[config.mk]
export PLATFORM = sky130hd
export DESIGN_NAME = msmouse_serial_rx
export DESIGN_NICKNAME = d
export VERILOG_FILES = /design/src/rtl/msmouse_serial_rx.sv
export SDC_FILE = /design/constraint.sdc
export NUM_CORES = 1
export LEC_CHECK = 0
export ABC_AREA = 1
export CAP_MARGIN = 20
export CORE_MARGIN = 2
export CORE_UTILIZATION = 40
export DETAILED_ROUTE_END_ITERATION = 12
export HOLD_SLACK_MARGIN = 0.1
export PLACE_DENSITY = 0.66
export SETUP_SLACK_MARGIN = 0.5
export SKIP_CTS_REPAIR_TIMING = 1
export SLEW_MARGIN = 40
export SYNTH_ARGS = -nofsm -noshare
export SYNTH_HDL_FRONTEND = slang
export SYNTH_SLANG_ARGS = --single-unit
[constraint.sdc]
create_clock -name clk -period 4.64 [get_ports clk]
set_input_delay 1.16 -clock clk [delete_from_list [all_inputs] [get_ports clk]]
set_output_delay 1.16 -clock clk [all_outputs]
set_load 0.05 [all_outputs]
[src/rtl/msmouse_serial_rx.sv]
// Microsoft serial mouse receiver: 7N1-style byte deserializer, 'M' ident detection
// after an RTS rising edge, and 3-byte packet assembly into buttons and signed motion.
module msmouse_serial_rx #(
  parameter int unsigned CLKFREQ = 50_000_000,
  parameter int unsigned BAUD    = 1_200
) (
  input  logic       clk,
  input  logic       reset,
  input  logic       rxd,
  input  logic       rts,
  output logic       pkt_valid,
  output logic       lbut,
  output logic       rbut,
  output logic [7:0] dx,
  output logic [7:0] dy,
  output logic       ident_valid,
  output logic       frame_err
);

  localparam int unsigned BITPERIOD = CLKFREQ / BAUD;
  localparam int unsigned HALFBIT   = BITPERIOD / 2;
  localparam int unsigned CNT_W     = (BITPERIOD > 2) ? $clog2(BITPERIOD) : 1;
  // Counter fires on reaching zero, so reload with period-1 for exact spacing.
  localparam logic [CNT_W-1:0] BIT_RELOAD  = CNT_W'(BITPERIOD - 1);
  localparam logic [CNT_W-1:0] HALF_RELOAD = CNT_W'(HALFBIT - 1);
  localparam logic [6:0]       IDENT_BYTE  = 7'h4D;

  typedef enum logic [2:0] {
    ST_IDLE,
    ST_START,
    ST_DATA,
    ST_STOP,
    ST_WAITHIGH
  } state_t;

  logic [1:0]       rxd_sync_q;
  logic [1:0]       rts_sync_q;
  logic             rxd_prev_q;
  logic             rts_prev_q;
  logic [1:0]       settle_q;
  state_t           state_q;
  logic [CNT_W-1:0] cnt_q;
  logic [2:0]       bit_idx_q;
  logic [6:0]       shift_q;
  logic [1:0]       pkt_idx_q;
  logic [5:0]       b0_q;
  logic [5:0]       b1_q;
  logic             ident_armed_q;

  logic rxd_s;
  logic rxd_fall;
  logic rts_rise;
  logic cnt_zero;
  logic byte_done;
  logic frame_bad;

  assign rxd_s     = rxd_sync_q[1];
  assign rxd_fall  = rxd_prev_q & ~rxd_s;
  assign rts_rise  = rts_sync_q[1] & ~rts_prev_q;
  assign cnt_zero  = (cnt_q == '0);
  assign byte_done = ~rts_rise & (state_q == ST_STOP) & cnt_zero & rxd_s;
  assign frame_bad = ~rts_rise & (state_q == ST_STOP) & cnt_zero & ~rxd_s;

  // Synchronizers and edge detectors; rxd edge history is held low until the
  // synchronizer has flushed its reset value, so a line low at reset is not an edge.
  always_ff @(posedge clk or posedge reset) begin
    if (reset) begin
      rxd_sync_q <= 2'b11;
      rts_sync_q <= 2'b00;
      rxd_prev_q <= 1'b0;
      rts_prev_q <= 1'b0;
      settle_q   <= 2'd0;
    end else begin
      rxd_sync_q <= {rxd_sync_q[0], rxd};
      rts_sync_q <= {rts_sync_q[0], rts};
      rts_prev_q <= rts_sync_q[1];
      if (settle_q != 2'd2) begin
        settle_q <= settle_q + 2'd1;
      end else begin
        rxd_prev_q <= rxd_s;
      end
    end
  end

  // Bit-level receive FSM.
  always_ff @(posedge clk or posedge reset) begin
    if (reset) begin
      state_q   <= ST_IDLE;
      cnt_q     <= '0;
      bit_idx_q <= 3'd0;
      shift_q   <= 7'd0;
    end else if (rts_rise) begin
      state_q <= ST_IDLE;
      cnt_q   <= '0;
    end else begin
      case (state_q)
        ST_IDLE: begin
          if (rxd_fall) begin
            cnt_q   <= HALF_RELOAD;
            state_q <= ST_START;
          end
        end
        ST_START: begin
          if (!cnt_zero) begin
            cnt_q <= cnt_q - CNT_W'(1);
          end else if (!rxd_s) begin
            cnt_q     <= BIT_RELOAD;
            bit_idx_q <= 3'd0;
            state_q   <= ST_DATA;
          end else begin
            state_q <= ST_IDLE;
          end
        end
        ST_DATA: begin
          if (!cnt_zero) begin
            cnt_q <= cnt_q - CNT_W'(1);
          end else begin
            shift_q <= {rxd_s, shift_q[6:1]};
            cnt_q   <= BIT_RELOAD;
            if (bit_idx_q == 3'd6) begin
              state_q <= ST_STOP;
            end else begin
              bit_idx_q <= bit_idx_q + 3'd1;
            end
          end
        end
        ST_STOP: begin
          if (!cnt_zero) begin
            cnt_q <= cnt_q - CNT_W'(1);
          end else if (rxd_s) begin
            state_q <= ST_IDLE;
          end else begin
            state_q <= ST_WAITHIGH;
          end
        end
        ST_WAITHIGH: begin
          if (rxd_s) begin
            state_q <= ST_IDLE;
          end
        end
        default: state_q <= ST_IDLE;
      endcase
    end
  end

  // Ident detection and packet assembly; strobes land one clk after the stop sample.
  always_ff @(posedge clk or posedge reset) begin
    if (reset) begin
      pkt_idx_q     <= 2'd0;
      b0_q          <= 6'd0;
      b1_q          <= 6'd0;
      ident_armed_q <= 1'b0;
      pkt_valid     <= 1'b0;
      ident_valid   <= 1'b0;
      frame_err     <= 1'b0;
      lbut          <= 1'b0;
      rbut          <= 1'b0;
      dx            <= 8'h00;
      dy            <= 8'h00;
    end else begin
      pkt_valid   <= 1'b0;
      ident_valid <= 1'b0;
      frame_err   <= 1'b0;
      if (rts_rise) begin
        pkt_idx_q     <= 2'd0;
        ident_armed_q <= 1'b1;
      end else if (frame_bad) begin
        frame_err <= 1'b1;
        pkt_idx_q <= 2'd0;
      end else if (byte_done) begin
        ident_armed_q <= 1'b0;
        if (ident_armed_q && (shift_q == IDENT_BYTE)) begin
          ident_valid <= 1'b1;
        end else if (shift_q[6]) begin
          b0_q      <= shift_q[5:0];
          pkt_idx_q <= 2'd1;
        end else begin
          case (pkt_idx_q)
            2'd1: begin
              b1_q      <= shift_q[5:0];
              pkt_idx_q <= 2'd2;
            end
            2'd2: begin
              pkt_idx_q <= 2'd0;
              pkt_valid <= 1'b1;
              lbut      <= b0_q[5];
              rbut      <= b0_q[4];
              dx        <= {b0_q[1:0], b1_q};
              dy        <= {b0_q[3:2], shift_q[5:0]};
            end
            default: ;
          endcase
        end
      end
    end
  end

endmodule

Word level (Yosys, flattened, before mapping)
Index checks and enable logic that the tools add are counted.

Reductions and logical operators: 17. Equal/unequal tests: 23. Mux-type cells: 43. Add/subtract/negate cells: 3. Bitwise gates (word level): 12.

Operator list (number): $mux W16 (6); $pmux W16 S4 (1); $mux W3 (12); $ne A3 B3 Y1 const B (8); $reduce_and A6 Y1 (4); $logic_not A16 Y1 (1); $sub A16 B1 Y16 const B (1); $mux W1 (15); $pmux W3 S5 (1); $mux W2 (6); $ne A2 B2 Y1 const B (6); $reduce_bool A5 Y1 (2); $eq A7 B7 Y1 const B (1); $and A1 B1 Y1 (6); $eq A3 B2 Y1 const B (2); $eq A3 B3 Y1 const B (2); $not A1 Y1 (6); $pmux W3 S2 (1); $reduce_and A3 Y1 (2); $reduce_and A5 Y1 (1); $ne A4 B4 Y1 const B (1); $pmux W2 S2 (1); $reduce_and A4 Y1 (1); $reduce_bool A2 Y1 (2); 9 further kinds (9).

Bits of input ports: 4. Logic and storage cells: 118. Output and inout bits: 21. Flip-flop bits (word level): 73.

Longest topological paths before layout
Gate-level depths: netlist of the first run.

Depth in word-level cells: 9. Depth in mapped cells: 12. Gate-level depth less buffers: 12.

Least setup slack after synthesis of the first run
Ideal clock, no wire load.

Path kind: reg2out. From: register dx[0]. To: output dx[0]. Slack: 2.880 ns. Data required time: 3.480 ns. Cell stages (with the launch flop): 1. Path buffers: 0. Data arrival time: 0.600 ns. Cell sequence: dfrtp_1.

RTL lines: from (decl) (RTL line 14) `output logic [7:0] dx,`; from (signal assigned) (RTL line 188) `dx <= {b0_q[1:0], b1_q};`.

No word-level cell between the ends.

Final worst setup path of the first run
From: register dx[6]. To: output dx[6].

No word-level cell between the ends.

==> run_results.csv, run 1 <==
group,metric,value,unit
detailed_routing,detail-route-antenna-nets,0,
timing,fmax,373.4,MHz
cells_and_area,n_fill_cell,869,
die,die_height,99.79,µm
global_routing,grt_max_degree,47,
clock_network,cts_inserted_buffers,9,
critical_path,timing.critical_path.buf_inv,1,
critical_path,cp.required,3.48,ns
critical_path,path_delay_family,"buffers and inverters",
die,coreArea,0.008806,mm²
synthesis,postSynthAreaPerCell,7.875,µm²
timing,holdWs,0.3559,ns
clock_network,cts_sinks,73,
cells_and_area,seq_area,0.001829,mm²
critical_path,critPathSlowestCell,"clkdlybuf4s50_1",
synthesis,yosysUniqueCellTypes,27,
global_routing,globalRouteTotalUtil,0.1748,
min_path,hold_class,"flip-flop to flip-flop",
die,rows,34,
pwr,leakage,2.111,nW
cells_and_area,nets,501,
job,max_cap_violations,0,
timing,worst_pin_slew,0.8112,ns
cells_and_area,antenna_cells,0,
synthesis,synth_area,0.003670,mm²
synthesis,ys_warn_count,0,
cells_and_area,multi_input_area,0.001620,mm²
synthesis,synth_cells,466,
placed_design,port_buffers,24,
die,die_x,99.79,µm
detailed_routing,drtIter0Drc,308,
critical_path,worstSetupEndpointType,"primary output",
critical_path,crit_path_max_incr_delay,0.81,ns
synthesis,yosysSeqAreaShare,0.4985,
detailed_routing,num_vias,3134,
timing,layout_min_cycle_time,2.678,ns
detailed_routing,finalWirelength,8.072,mm
clock_network,clk_pin_slew,0.08,ns
timing,clock_skew,0.009779,ns
detailed_routing,drtPass1Iterations,4,
clock_network,cts_tree,"done",
clock_network,cts_max_level,3,
critical_path,path_class,"flip-flop to primary output",
timing,tns,0,ns
die,die_area,0.009957,mm²
clock_network,clockBufferDepth,2,
placed_design,dp_hpwl,5.754,mm
timing,finalMaxSlewViolations,0,
die,ios,25,
timing,rsz0062_at_grt,"false",
timing,period_share,0.5773,
detailed_routing,drc,0,
die,start_util,0.4167,
synthesis,ys_seq_elements,73,
cells_and_area,syn_to_final_growth,14.80,%
pwr,power_density,484.4,mW/mm²
timing,setup_viol,0,
run_status,status,"completed",
critical_path,worstSetupStartpointType,"flip-flop",
clock_network,clk_latency,0.35,ns
cells_and_area,layout-drive-gt1-share,0.07646,
critical_path,crit_chain,"clkdlybuf4s50_1",
detailed_routing,routedWlPerCell,13.34,µm
critical_path,cp_max_fo,2,
placed_design,globalplace.congestion,0.9933,
timing,hold_viol,0,
detailed_routing,vias_per_cell,5.180,
global_routing,grt_pass1_vias,2894,
global_routing,grt_pass1_wl,13.87,mm
pwr,peakVddDrop,0.1937,mV
global_routing,antenna_found_initial,0,
synthesis,syn-num-nets,475,
clock_network,clockRootBuffer,"clkbuf_8",
critical_path,arrival,1.52,ns
timing,slew_headroom,0.4550,
global_routing,grt_overflow_total,0,
[Yosys cell counts (all sizes together)]
library cell / number / area, µm²
a21oi: 6 / 33.78
buf: 6 / 36.28
clkbuf: 6 / 22.52
dfrtp: 71 / 1777
dfstp: 2 / 52.55
ha: 5 / 62.56
inv: 43 / 161.4
nand2: 154 / 580.6
nand3: 40 / 225.2
nand4: 39 / 244.0
nor2: 48 / 190.2
nor3: 6 / 41.29
nor4: 2 / 12.51
o211ai: 2 / 15.01
o21ai: 25 / 125.1
o21bai: 1 / 7.510
or2: 2 / 12.51
xnor2: 2 / 17.52
xor2: 6 / 52.55
[worst paths after layout]
| check | start | to | slack, ns | cells after the start |
|---|---|---|---|---|
| setup / recovery | dx[6] | dx[6] | 1.96 | 1 |
| hold / removal | rts_sync_q[0] | rts_sync_q[1] | 0.36 | 0 |
| setup reg to reg | cnt_q[0] | dx[1] | 2.05 | 10 |
| hold reg to reg | rts_sync_q[0] | rts_sync_q[1] | 0.36 | 0 |
| max in group asynchronous | reset | shift_q[2] | 2.47 | 3 |
| min in group asynchronous | reset | cnt_q[10] | 1.18 | 2 |
[per-stage QoR]
stage	util	total power (W)	instances	cell area, µm²	setup slack [ns]
floorplan	-	0.001361	466	3670	1.630
finish	0.4784	0.002041	605	4213	1.962
global route	0.4784	0.002201	605	4213	1.702
global placement	0.4552	0.001514	589	4009	2.033
CTS	0.4784	0.002042	605	4213	1.949
detailed placement	0.4552	0.001530	589	4009	2.007
[kinds of logic after synthesis]
group | Yosys count | share of synthesized area
DFF | 73 | 0.4985
and+or+nand+nor | 291 | 0.3559
xor gates and xnor gates | 8 | 0.01909
AOI/OAI and AO/OA | 34 | 0.04944
adders and majority gates | 5 | 0.01705
buffers and inverters | 55 | 0.06000
[placed cells by master (no fill, tap or decap), drive strengths merged]
cell	count
clkinvlp	3
clkdlybuf4s50	24
or2	2
clkinv	1
inv	44
nand4	39
o21bai	1
nand3	40
buf	3
a21oi	6
dfstp	2
bufinv	1
nor4	2
xnor2	2
nor3	6
dfrtp	71
nand2	154
o211ai	2
clkbuf	10
o21ai	25
xor2	6
ha	5
nor2	48
[final cells by class]
class	instances	area share
clock buffers	10	0.03267
flip-flops and latches	73	0.4342
inverters	43	0.03831
repair buffers	27	0.06237
multi-input cells	338	0.3846
clock inverters	6	0.01574
well taps	108	0.03208
[where the power goes]
part | switching (W) | leakage [nW] | internal, W
clock | 0.000246 | 0.0949 | 0.000264
combinational | 0.000505 | 1.04 | 0.000223
sequential | 0.0000916 | 0.973 | 0.000711
total | 0.000842 | 2.11 | 0.00120
[flip-flops by register name, indices dropped and copies added (netlist names)]
signal         cells
rxd_sync_q         2
state_q            3
shift_q            7
rxd_prev_q         1
settle_q           2
pkt_idx_q          2
frame_err          1
rts_prev_q         1
dx                 8
ident_valid        1
pkt_valid          1
ident_armed_q      1
b1_q               6
cnt_q             16
rts_sync_q         2
lbut               1
bit_idx_q          3
rbut               1
dy                 8
b0_q               6
[routing by layer]
layer	track usage	vias up	routed length (µm)
li1	-	1582	-
met1	0.2588	1471	4097
met2	0.2568	70	3561
met3	0.03343	11	288
met4	0.06217	0	125
met5	0	-	0
Note: power is estimated with default switching activity, not from simulation.
==> inputs of run 2 (changes only) <==
==> constraint.sdc (replaced) <==
create_clock -name clk -period 2.67 [get_ports clk]
set_input_delay 0.6675 -clock clk [delete_from_list [all_inputs] [get_ports clk]]
set_output_delay 0.6675 -clock clk [all_outputs]
set_load 0.05 [all_outputs]
==> run 2 against run 1 <==
  * Non-clock buffer count up 9
  * Die area unchanged
  * Sequential share of layout area down 1.7 points
  * Total power up 75%
  * Setup slack worse by 1.3 ns
  * Clock power up 60%
  * Flip-flop and latch count unchanged
  * Via count up 1.2%
  * Clock-buffer cell count down 1
  * Largest cell class unchanged
  * Highest routed layer unchanged
==> run_results.csv, run 2 (synthesized netlist as in run 1, its figures left out) <==
group,metric,value,unit
global_routing,antenna_found_initial,0,
timing,finalMaxSlewViolations,0,
clock_network,cts_sinks,73,
global_routing,use_met1,0.2626,
clock_network,clockRootBuffer,"clkbuf_8",
critical_path,r2r_setup_slack,0.65,ns
clock_network,clk_latency,0.36,ns
pwr,p_comb_frac,0.377,
clock_network,cts_max_level,3,
placed_design,globalplace.congestion,0.9044,
global_routing,globalRouteTotalUtil,0.1802,
cells_and_area,syn_to_final_growth,19.60,%
detailed_routing,finalWirelength,8.405,mm
clock_network,clockBufferDepth,2,
pwr,p_seq_frac,0.393,
critical_path,worstSetupStartpointType,"flip-flop",
placed_design,dp_worst_setup_slack,0.4787,ns
cells_and_area,final_cell_mix,"151 x nand2_1, 71 x dfrtp_1, 41 x nor2_1",
cells_and_area,reg_top3,"cnt_q: 16 flops, dx: 8 flops, dy: 8 flops",
cells_and_area,largest_reg_flops,16,
critical_path,r2r-end,"b0_q[4]",
cells_and_area,nets,511,
cells_and_area,antenna_cells,0,
pwr,p_clk_frac,0.229,
timing,hold_viol,0,
cells_and_area,layout-drive-gt1-share,0.1026,
detailed_routing,vias_per_cell,5.158,
global_routing,grt_max_degree,28,
pwr,leakage,2.551,nW
clock_network,cts_tree,"done",
timing,slew_headroom,0.5916,
run_status,status,"completed",
timing,fmax,493.9,MHz
clock_network,cts_inserted_buffers,9,
detailed_routing,drtPass1Iterations,5,
critical_path,cp.required,2.97,ns
cells_and_area,n_fill_cell,824,
timing,worst_pin_slew,0.6114,ns
global_routing,grt_overflow_total,0,
timing,rsz0062_at_grt,"false",
timing,holdWs,0.3563,ns
critical_path,worstSetupEndpointType,"flip-flop",
detailed_routing,detail-route-antenna-nets,0,
die,start_util,0.4167,
critical_path,rr_startpoint,"cnt_q[0]",
pwr,switching_share,0.4311,
min_path,hold_start,"rts_sync_q[0]",
placed_design,numPlacedInstances,594,
global_routing,grt_pass1_wl,14.15,mm
die,rows,34,
pwr,switchingPower,0.001537,W
timing,layout_min_cycle_time,2.025,ns
placed_design,dp_hpwl,6.013,mm
global_routing,grt_use_met2,0.2646,
critical_path,path_class,"flip-flop to flip-flop",
critical_path,rr_worst_depth,10,
cells_and_area,final_area,0.004389,mm²
die,die_height,99.79,µm
die,ios,25,
cells_and_area,final_cells,615,
detailed_routing,drtIter0Drc,215,
cells_and_area,top_register,"cnt_q",
placed_design,place_area,0.004075,mm²
timing,tns,0,ns
pwr,peakVddDrop,0.3485,mV
pwr,intPower,0.002028,W
die,die_x,99.79,µm
timing,period_share,0.7583,
detailed_routing,num_vias,3172,
global_routing,grt_pass1_vias,2909,
timing,clock_skew,0.01247,ns
detailed_routing,routedWlPerCell,13.67,µm
timing,setup_slack,0.6454,ns
placed_design,port_buffers,24,
min_path,hold_class,"flip-flop to flip-flop",
job,max_cap_violations,0,
critical_path,arrival,2.33,ns
global_routing,grtUsageMet3,0.04109,
detailed_routing,drc,0,
min_path,hold-path-endpoint,"rts_sync_q[1]",
pwr,power_density,812.1,mW/mm²
cells_and_area,final_common_cell,"nand2_1",
global_routing,top_usage_layer,"met2",
min_path,hold_depth,0,
clock_network,clk_pin_slew,0.08,ns
die,coreArea,0.008806,mm²
critical_path,cp_max_fo,18,
timing,setup_viol,0,
die,die_area,0.009957,mm²
## run 2: changes by cell type in the layout (fill, tap and decap cells not counted), moves of 2 or more
cell,before,now
clkdlybuf4s50_1,24,3
inv_6,1,3
nor2_1,44,41
buf_12,0,3
buf_4,3,9
inv_2,6,4
nand2_1,153,151
nor2_2,4,7
dlymetal6s2s_1,0,21
## run 2: power groups by stage
| stage | Clock, W | Sequential (W) | Combinational [W] |
|---|---|---|---|
| floorplan | 0 | 0.00137 | 0.000999 |
| CTS | 0.000846 | 0.00140 | 0.00127 |
| finish | 0.000817 | 0.00140 | 0.00135 |
| detailed placement | 0 | 0.00141 | 0.00128 |
| global route | 0.000887 | 0.00142 | 0.00154 |
| global placement | 0 | 0.00141 | 0.00126 |
## run 2: per-stage QoR
step	utilization	power, W
2_1_floorplan	-	0.002365
3_3_place_gp	0.4628	0.002670
3_5_place_dp	0.4628	0.002689
4_1_cts	0.4837	0.003515
5_1_grt	0.4984	0.003855
6_report	0.4984	0.003565
## run 2: worst max-delay path, cell delays in order (launching register included)
cell and delay, ns:
dfrtp_1 0.39, inv_1 0.15, ha_1 0.19, nand2_1 0.07, nor2_2 0.16, nand2_2 0.13
nor3_4 0.29, buf_4 0.19, buf_4 0.20, nand4_1 0.11, nand2_1 0.08
## run 2: worst max-delay path by stage
stage / endpoint / slack [ns] / depth (start not counted) / from
after global placement: cnt_q[14] / 0.55 / 11 / cnt_q[0]
after CTS: dx[6] / 0.45 / 1 / dx[6]
after floorplan: cnt_q[15] / 0.92 / 11 / cnt_q[0]
after detailed placement: cnt_q[8] / 0.48 / 11 / cnt_q[0]
after global routing: cnt_q[14] / 0.48 / 11 / cnt_q[0]
final: b0_q[4] / 0.65 / 10 / cnt_q[0]
## run 2: metal layers
| metal | wire, µm | up-vias |
|---|---|---|
| met5 | 0 | - |
| met3 | 434 | 12 |
| met2 | 3743 | 87 |
| met1 | 4084 | 1466 |
| li1 | - | 1607 |
| met4 | 143 | 0 |
## run 2: layout make-up
class                   instances  area, µm²  share of cell area
well taps                     108      135.1             0.03079
repair buffers                 36      420.4             0.09578
inverters                      43      165.2             0.03763
clock buffers                   9      123.9             0.02822
flip-flops and latches         73       1829              0.4168
multi-input cells             339       1655              0.3771
clock inverters                 7      60.06             0.01368
